[config.mk]
export PLATFORM = sky130hd
export DESIGN_NAME = stopwatch_timer
export DESIGN_NICKNAME = d
export VERILOG_FILES = /design/src/rtl/stopwatch_timer.sv
export SDC_FILE = /design/constraint.sdc
export NUM_CORES = 1
export LEC_CHECK = 0
export ABC_AREA = 1
export ABC_CLOCK_PERIOD_IN_PS = 2390
export BUFFER_PORTS_ARGS = -buffer_cell sky130_fd_sc_hd__buf_4
export CAP_MARGIN = 20
export CORE_MARGIN = 1
export CORE_UTILIZATION = 30
export CTS_BUF_LIST = sky130_fd_sc_hd__clkbuf_8
export DETAILED_ROUTE_END_ITERATION = 10
export PLACE_DENSITY = 0.53
export SYNTH_ARGS = -nofsm -noshare
export SYNTH_HDL_FRONTEND = slang
export SYNTH_SLANG_ARGS = --single-unit
export TNS_END_PERCENT = 50
[constraint.sdc]
create_clock -name clk -period 2.39 [get_ports clk]
set_clock_uncertainty 0.2 [all_clocks]
set_input_delay 0.239 -clock clk [delete_from_list [all_inputs] [get_ports clk]]
set_output_delay 0.239 -clock clk [all_outputs]
set_load 0.05 [all_outputs]
[src/rtl/stopwatch_timer.sv]
// stopwatch_timer: six-digit BCD mm:ss.cc stopwatch with lap freeze, clear and wrap/saturate
module stopwatch_timer #(
    parameter bit WRAP_EN = 1'b1
) (
    input  logic       clk,
    input  logic       rst,
    input  logic       tick,
    input  logic       run,
    input  logic       clear,
    input  logic       lap,
    output logic [3:0] cs_lo,
    output logic [3:0] cs_hi,
    output logic [3:0] s_lo,
    output logic [3:0] s_hi,
    output logic [3:0] m_lo,
    output logic [3:0] m_hi,
    output logic       lap_active,
    output logic       rollover
);
    typedef enum logic {LIVE, FROZEN} state_t;
    localparam logic [5:0][3:0] MAX = 24'h595999;
    state_t          state_q, state_d;
    logic [5:0][3:0] live_q, live_d, lap_q, lap_d, disp;
    logic            rollover_q, rollover_d, c;
    // live count: BCD cascade with wrap or saturate at 59:59.99, clear wins
    always_comb begin
        live_d     = live_q;
        rollover_d = 1'b0;
        c          = run & tick;
        if (clear) begin
            live_d = '0;
        end else if (c && live_q == MAX) begin
            live_d     = WRAP_EN ? '0 : live_q;
            rollover_d = WRAP_EN;
        end else begin
            for (int i = 0; i < 6; i++) begin
                if (c) begin
                    if (live_q[i] >= ((i == 3 || i == 5) ? 4'd5 : 4'd9)) begin
                        live_d[i] = 4'd0;
                    end else begin
                        live_d[i] = live_q[i] + 4'd1;
                        c         = 1'b0;
                    end
                end
            end
        end
    end
    // lap FSM: first lap snapshots the registered count, second lap returns to live
    always_comb begin
        state_d = state_q;
        lap_d   = lap_q;
        if (clear) begin
            state_d = LIVE;
            lap_d   = '0;
        end else if (lap) begin
            state_d = (state_q == LIVE) ? FROZEN : LIVE;
            lap_d   = (state_q == LIVE) ? live_q : lap_q;
        end
    end
    // state registers
    always_ff @(posedge clk) begin
        if (rst) begin
            state_q    <= LIVE;
            live_q     <= '0;
            lap_q      <= '0;
            rollover_q <= 1'b0;
        end else begin
            state_q    <= state_d;
            live_q     <= live_d;
            lap_q      <= lap_d;
            rollover_q <= rollover_d;
        end
    end
    assign disp       = (state_q == FROZEN) ? lap_q : live_q;
    assign cs_lo      = disp[0];
    assign cs_hi      = disp[1];
    assign s_lo       = disp[2];
    assign s_hi       = disp[3];
    assign m_lo       = disp[4];
    assign m_hi       = disp[5];
    assign lap_active = (state_q == FROZEN);
    assign rollover   = rollover_q;
endmodule

# ---- Word level (Yosys, flattened, before mapping)
# Cells that the tools add are included.
# Widths: inputs -> output; s select.
dict set report totals {
  out_inout_bits 26
  reg_bits 50
  inputBits 6
  word_cells 60
}
dict set report op_classes {
  muxes 29
  n_lt_le_gt_ge 6
  reduce_logical 3
  n_bitwise 1
  eq_ne 1
  add_sub_neg 6
}
# operator n
set ops {}
lappend ops {{$add 4x1->4 const B} 6}
lappend ops {{$eq 24x23->1 const B} 1}
lappend ops {{$mux 24} 1}
lappend ops {{$mux 4} 6}
lappend ops {{$mux 1} 22}
lappend ops {{$ge 4x4->1 const B} 4}
lappend ops {{$ge 4x3->1 const B} 2}
lappend ops {{$reduce_or 3->1} 1}
lappend ops {{$reduce_or 2->1} 1}
lappend ops {{$and 1x1->1} 1}
lappend ops {{$logic_and 1x1->1} 1}

# ---- Depth between registers and ports, before layout
# Gate-level depths: netlist of the first run.
dict set report logic_depth {
  word_depth 17
  mapped_depth 10
  mapped_depth_nobuf 10
}

# ---- Worst setup path after synthesis of the first run
# Ideal clock, no wire load.
dict set report synth_timing {
  path_kind {reg2reg}
  from {register state_q, in the netlist lap_active}
  to {register lap_q[22] (netlist bit)}
  path_buffers 1
  path_stages_with_launch 5
  synth_period_minus_slack_ps 2398
  arrival_ps 2135
  setup_time_ps 63
  slack_ps -8
  t_required_ps 2127
  cell_sequence {dfxtp_1 -> clkbuf_1 -> o21ai_0 -> o21ai_0 -> inv_1}
}
dict set report synth_via {
  elab_chain_len 1
}
# item line_no
set synth_rtl {}
lappend synth_rtl {{from (decl)} 22} ;# state_t state_q, state_d;
lappend synth_rtl {{from (signal assigned)} 68} ;# state_q <= state_d;
lappend synth_rtl {{$mux 24} n/a}
lappend synth_rtl {{named net m_hi[2]} 16} ;# output logic [3:0] m_hi,
lappend synth_rtl {{to (signal assigned)} 70} ;# lap_q <= lap_d;
lappend synth_rtl {{to (decl)} 23} ;# logic [5:0][3:0] live_q, live_d, lap_q, lap_d, disp;
# The timed path passes the listed nets, and every way through them passes these cells.
# A chain may end at the register's enable or synchronous reset.

# ---- Worst setup path in the final report of the first run
dict set report layout_timing {
  from {register live_q[8] (netlist bit)}
  to {register live_q[14] (netlist bit)}
}
dict set report layout_via {
  elab_chain_len 5
  elab_cells_between_ends 8
  cone_classes {order compare: 1; eq/ne: 1; mux: 4; reduce/logical: 2}
}
# item line_no
set layout_rtl {}
lappend layout_rtl {{from (decl)} 23}
lappend layout_rtl {{from (signal assigned)} 69} ;# live_q <= live_d;
lappend layout_rtl {{$ge 4x4->1} 38} ;# if (live_q[i] >= ((i == 3 || i == 5) ? 4'd5 : 4'd9)) begin
lappend layout_rtl {{$mux 1} 38}
lappend layout_rtl {{$mux 1} 37} ;# if (c) begin
lappend layout_rtl {{$mux 1} 32} ;# end else if (c && live_q == MAX) begin
lappend layout_rtl {{$mux 1} 30} ;# if (clear) begin
# Several ways; a longest one is shown, not always the timed one. The select of a mux whose other input is x is not followed.

==> results.sh, run 1 <==
export IMPL_final_util_pct=35.7
export IMPL_setup_viol=0
export IMPL_setup_slack_ns=0.428
export IMPL_critPathKind="flop to flop"
export IMPL_diodes=0
export IMPL_clkTransAtPathRegs_ns=0.10
export IMPL_max_stage_delay_ns=0.41
export IMPL_fp_row_count=34
export IMPL_die_h_um=96.6
export IMPL_dp_hpwl_um=4540
export IMPL_initial_utilization_pct=30.9
export IMPL_period_minus_slack_ns=1.96
export IMPL_numCtsBuffers=5
export IMPL_synthCells=388
export IMPL_async_flop_share_pct=0
export IMPL_grt_max_degree=38
export IMPL_path_cells="inv_1, ha_1, nand3_1, nand2_1, nor3_4, nand2_2, nand2_1, nor2_1"
export IMPL_ys_types=28
export IMPL_clk_path_buf_depth=2
export IMPL_hold_violations=0
export IMPL_layout_drive_gt1_share_pct=13.7
export IMPL_total_leakage_power_nw=1.49
export IMPL_endpoint_kind="flop"
export IMPL_antenna_found_initial=0
export IMPL_syn2layout_area_growth_pct=15.5
export IMPL_cp_start_kind="flop"
export IMPL_tightest_slew_ns=0.663
export IMPL_firstDrtPassIters=4
export IMPL_design_area_um2=3100
export IMPL_vias=2383
export IMPL_cts_setup_buffers=0
export IMPL_cts_sinks=50
export IMPL_place_area_um2=3020
export IMPL_yosys_warnings=0
export IMPL_synth_area_top_cells="dfxtp_1 (37%), nor2_1 (10%), o21ai_0 (9.7%)"
export IMPL_synth_edf_count=0
export IMPL_cts_resized=0
export IMPL_ctsHoldBuffers=0
export IMPL_grt_usage_pct=13.9
export IMPL_worst_path_most_repeated_cell="nand2_1"
export IMPL_grt_pass1_vias=2087
export IMPL_grt_pass1_wl_um=9890
export IMPL_cts_max_level=2
export IMPL_dieArea_um2=9320
export IMPL_final_cell_mix="nor2_1 (73), inv_1 (61), nand2_1 (59), o21ai_0 (52), dfxtp_1 (50)"
export IMPL_crit_family="simple AND/OR/NAND/NOR gates"
export IMPL_holdCritPathClass="input pin to flop"
export IMPL_wl_per_cell_um=11.5
export IMPL_crit_slowest_cell="nor3_4"
export IMPL_overflow=0
export IMPL_io_pins=32
export IMPL_cts_tree="built"
export IMPL_crit_required_ns=2.39
export IMPL_drt_first_iter_violations=120
export IMPL_dieWidth_um=96.6
export IMPL_nets=440
export IMPL_insertion_delay_ns=0.30
export IMPL_powerDensity_nw_per_um2=473
export IMPL_fillers=955
export IMPL_via_per_inst=4.55
export IMPL_path_buf_inv=1
export IMPL_synth_area_um2=2680
export IMPL_synth_top_area_share_pct=37.3
export IMPL_synthesis_nets=412
export IMPL_fmax_ghz=0.510
export IMPL_cp_max_fo=10
export IMPL_slew_headroom_pct=55.8
export IMPL_ant_nets=0
export IMPL_status="finished, final reports clean"
export IMPL_place_ws_ns=0.441
export IMPL_ys_seq_area_share_pct=37.3
export IMPL_layout_commonest_cell="nor2_1"
export IMPL_totalWireLength_um=6000
export IMPL_peakVddDrop_mv=0.207
export IMPL_syn_avg_cell_area_um2=6.91
export IMPL_period_share_pct=82.1
export IMPL_cts_root_buf="clkbuf_8"
export IMPL_synth_flop_cell="dfxtp_1"
export IMPL_ys_ff_latch=50
export IMPL_maxCapViolations=0
export IMPL_final_seq_area_um2=1000
export IMPL_gp_congestion=0.757
export IMPL_synth_top_area_cell="dfxtp_1"
export IMPL_drv_slew=0
export IMPL_drc=0
export IMPL_rsz0062_at_grt="no"
export IMPL_port_buffers=31
export IMPL_arrival_ns=1.97
export IMPL_p_total_mw=1.47
export IMPL_multi_input_area_um2=1380
export IMPL_fp_coreArea_um2=8680
==> Yosys cell counts, types with 2 or more instances <==
| master | n |
|---|---|
| nor2_1 | 73 |
| inv_1 | 61 |
| nand2_1 | 59 |
| o21ai_0 | 52 |
| dfxtp_1 | 50 |
| ha_1 | 18 |
| a21oi_1 | 10 |
| nand3_1 | 8 |
| nand4_1 | 8 |
| nor3_1 | 8 |
| clkbuf_1 | 7 |
| xor2_1 | 6 |
| inv_2 | 5 |
| buf_2 | 4 |
| nand2_2 | 4 |
| nor2_4 | 2 |
| o21ai_1 | 2 |
==> power breakdown <==
group / internal, mW / switching, mW
logic: 0.0341 / 0.0813
clock network: 0.201 / 0.296
registers: 0.846 / 0.00698
total: 1.08 / 0.384
==> flip-flops by register name, indices dropped and copies added (netlist names) <==
signal / cells
rollover: 1
lap_q: 24
lap_active: 1
live_q: 24
==> worst register-to-register path, cell delays in order, from the launching register on <==
cell     delay (ns)
dfxtp_1        0.37
inv_1          0.11
ha_1           0.21
nand3_1        0.07
nand2_1        0.14
nor3_4         0.41
nand2_2        0.14
nand2_1        0.16
nor2_1         0.06
==> logic make-up (layout without fill, tap and decap cells) <==
group	after synthesis	count (layout)	synth area share (%)
xor gates and xnor gates	7	7	2.29
adders and majority gates	18	18	8.40
DFF	50	50	37.3
AOI/OAI and AO/OA	67	67	13.0
buffers and inverters	78	106	11.1
and+or+nand+nor	168	168	27.9
==> metrics by stage <==
| step | hold WS [ns] | std cells | setup TNS [ns] |
|---|---|---|---|
| finish | 0.199 | 524 | 0 |
| global route | 0.206 | 524 | 0 |
| CTS | 0.192 | 524 | 0 |
| detailed placement | 0.284 | 517 | 0 |
| global placement | 0.280 | 517 | 0 |
| floorplan | 0.261 | 388 | -0.0406 |
==> cell type report <==
cell class,count,area share (%)
repair buffers,33,7.99
inverters,66,7.99
clock inverters,2,0.484
clock buffers,5,2.22
multi-input cells,260,44.7
flip-flops and latches,50,32.3
well taps,108,4.36
==> path summary, 6_finish.rpt <==
| check | start | to | slack [ns] | cells after the start |
|---|---|---|---|---|
| hold / removal | tick | live_q[1]$_SDFFE_PP0N_ | 0.20 | 4 |
| setup reg to reg | live_q[8]$_SDFFE_PP0N_ | live_q[14]$_SDFFE_PP0N_ | 0.43 | 8 |
| setup / recovery | live_q[8]$_SDFFE_PP0N_ | live_q[14]$_SDFFE_PP0N_ | 0.43 | 8 |
| hold reg to reg | live_q[21]$_SDFFE_PP0P_ | live_q[21]$_SDFFE_PP0P_ | 0.29 | 2 |
==> metal layers <==
layer	routed length [µm]	GRT usage (%)	vias up
met2	2720	22.5	35
met4	57	3.68	0
li1	-	-	1270
met5	0	0	-
met1	3060	18.9	1074
met3	163	2.58	4
No activity file was read; power rests on OpenSTA's default activity.
==> run 2, diff against run 1 <==
--- a/config.mk
+++ b/config.mk
@@ -6,7 +6,7 @@
 export NUM_CORES = 1
 export LEC_CHECK = 0
 export ABC_AREA = 1
-export ABC_CLOCK_PERIOD_IN_PS = 2390
+export ABC_CLOCK_PERIOD_IN_PS = 1810
 export BUFFER_PORTS_ARGS = -buffer_cell sky130_fd_sc_hd__buf_4
 export CAP_MARGIN = 20
 export CORE_MARGIN = 1
==> constraint.sdc (replaced) <==
create_clock -name clk -period 1.81 [get_ports clk]
set_clock_uncertainty 0.2 [all_clocks]
set_input_delay 0.181 -clock clk [delete_from_list [all_inputs] [get_ports clk]]
set_output_delay 0.181 -clock clk [all_outputs]
set_load 0.05 [all_outputs]
==> run 2 against run 1 <==
Wire length up 13%. Highest routed layer unchanged. Clock power grew 64%. Count of clock-buffer cells in the layout increased by 1.
==> results.sh, run 2 (same netlist as run 1, synthesis figures left out) <==
export IMPL_path_buf_inv=2
export IMPL_final_util_pct=42.2
export IMPL_initial_utilization_pct=30.9
export IMPL_powerDensity_nw_per_um2=577
export IMPL_slew_headroom_pct=53.2
export IMPL_dieArea_um2=9320
export IMPL_insertion_delay_ns=0.30
export IMPL_cp_max_fo=5
export IMPL_firstDrtPassIters=4
export IMPL_crit_family="simple AND/OR/NAND/NOR gates"
export IMPL_via_per_inst=4.57
export IMPL_hold_violations=0
export IMPL_holdCritPathClass="input pin to flop"
export IMPL_overflow=0
export IMPL_largestRegisters="lap_q x24, live_q x24"
export IMPL_clk_path_buf_depth=2
export IMPL_port_buffers=31
export IMPL_grt_pass1_wl_um=10300
export IMPL_grt_max_degree=50
export IMPL_period_minus_slack_ns=1.80
export IMPL_endpoint_kind="flop"
export IMPL_place_area_um2=3260
export IMPL_vias=2556
export IMPL_gp_congestion=0.859
export IMPL_dp_hpwl_um=4860
export IMPL_rsz0062_at_grt="yes"
export IMPL_cts_sinks=50
export IMPL_finalSetupTns_ns=0
export IMPL_io_pins=32
export IMPL_ant_nets=0
export IMPL_dieWidth_um=96.6
export IMPL_tightest_slew_ns=0.702
export IMPL_maxCapViolations=0
export IMPL_drv_slew=0
export IMPL_totalWireLength_um=6790
export IMPL_die_h_um=96.6
export IMPL_nets=475
export IMPL_numCtsBuffers=5
export IMPL_drt_first_iter_violations=67
export IMPL_wl_per_cell_um=12.1
export IMPL_fp_coreArea_um2=8680
export IMPL_fillers=883
export IMPL_diodes=0
export IMPL_design_area_um2=3660
export IMPL_crit_slowest_cell="dfxtp_4"
export IMPL_cts_max_level=2
export IMPL_clkTransAtPathRegs_ns=0.09
export IMPL_cts_root_buf="clkbuf_8"
export IMPL_setup_viol=0
export IMPL_path_cells="inv_1, ha_2, nand3_2, nand2_4, nor3_4, buf_12, nand4_1, a21oi_2"
export IMPL_layout_commonest_cell="nor2_1"
export IMPL_arrival_ns=1.84
export IMPL_p_total_mw=2.11
export IMPL_layout_drive_gt1_share_pct=32.4
export IMPL_fmax_ghz=0.554
export IMPL_antenna_found_initial=0
export IMPL_final_cell_mix="nor2_1 (72), buf_4 (58), inv_1 (54), nand2_1 (52), dfxtp_1 (42)"
export IMPL_grt_pass1_vias=2126
export IMPL_crit_required_ns=1.85
export IMPL_fp_row_count=34
export IMPL_drc=0
export IMPL_cts_tree="built"
export IMPL_critPathKind="flop to flop"
export IMPL_max_stage_delay_ns=0.38
export IMPL_period_share_pct=99.6
export IMPL_cp_start_kind="flop"
export IMPL_syn2layout_area_growth_pct=36.5
export IMPL_grt_usage_pct=14.5
export IMPL_status="finished, final reports clean"
export IMPL_total_leakage_power_nw=1.77
export IMPL_peakVddDrop_mv=0.285
-- run 2: where the power goes --
group / switching, mW / internal [mW] / leakage, nW
combinational: 0.118 / 0.0563 / 1.30
clock: 0.373 / 0.443 / 0.0573
sequential: 0.00988 / 1.11 / 0.410
-- run 2: through the flow --
| stage | cells | hold WS [ns] | setup slack, ns |
|---|---|---|---|
| floorplan | 388 | 0.261 | -0.0689 |
| global placement | 540 | 0.305 | -0.0293 |
| detailed placement | 540 | 0.308 | -0.0881 |
| CTS | 549 | 0.131 | 0.00297 |
| global route | 559 | 0.190 | -0.0795 |
| finish | 559 | 0.132 | 0.00634 |
-- run 2: final cells by class --
type / count / area (µm²) / area share (%)
inverters: 66 / 253 / 6.90
clock inverters: 1 / 30.0 / 0.820
repair buffers: 67 / 568 / 15.5
well taps: 108 / 135 / 3.69
flip-flops and latches: 50 / 1020 / 27.8
clock buffers: 6 / 82.6 / 2.26
multi-input cells: 261 / 1570 / 43.0
-- run 2: tightest hold or removal path, delay by kind of cell --
kind	cells	cell delay [ns]
AO/OA/AOI/OAI	1	0.10
buffers and inverters	1	0.11
AND/OR/NAND/NOR	2	0.21
-- run 2: repair_timing --
item / in CTS / in global routing
hold buffers: 0 / 0
gates resized for setup: 2 / 53
buffers inserted: 2 / 8
pin swaps: 1 / 14
cloned: 0 / 2
setup endpoints to repair: 14 / 29
-- run 2: worst paths after layout --
check | from | to | slack (ns) | cells past startpoint
worst max-delay path | live_q[8]$_SDFFE_PP0N_ | live_q[21]$_SDFFE_PP0P_ | 0.006 | 8
worst min-delay path | tick | live_q[1]$_SDFFE_PP0N_ | 0.13 | 4
worst max register to register | live_q[8]$_SDFFE_PP0N_ | live_q[21]$_SDFFE_PP0P_ | 0.006 | 8
worst min register to register | live_q[16]$_SDFFE_PP0P_ | live_q[16]$_SDFFE_PP0P_ | 0.30 | 2
-- run 2: routing by layer --
layer	up-vias	wire length (µm)	global-route usage, %
li1	1341	-	-
met1	1155	3310	19.8
met2	51	3170	23.2
met3	9	213	2.35
met4	0	89	4.78
met5	-	0	0
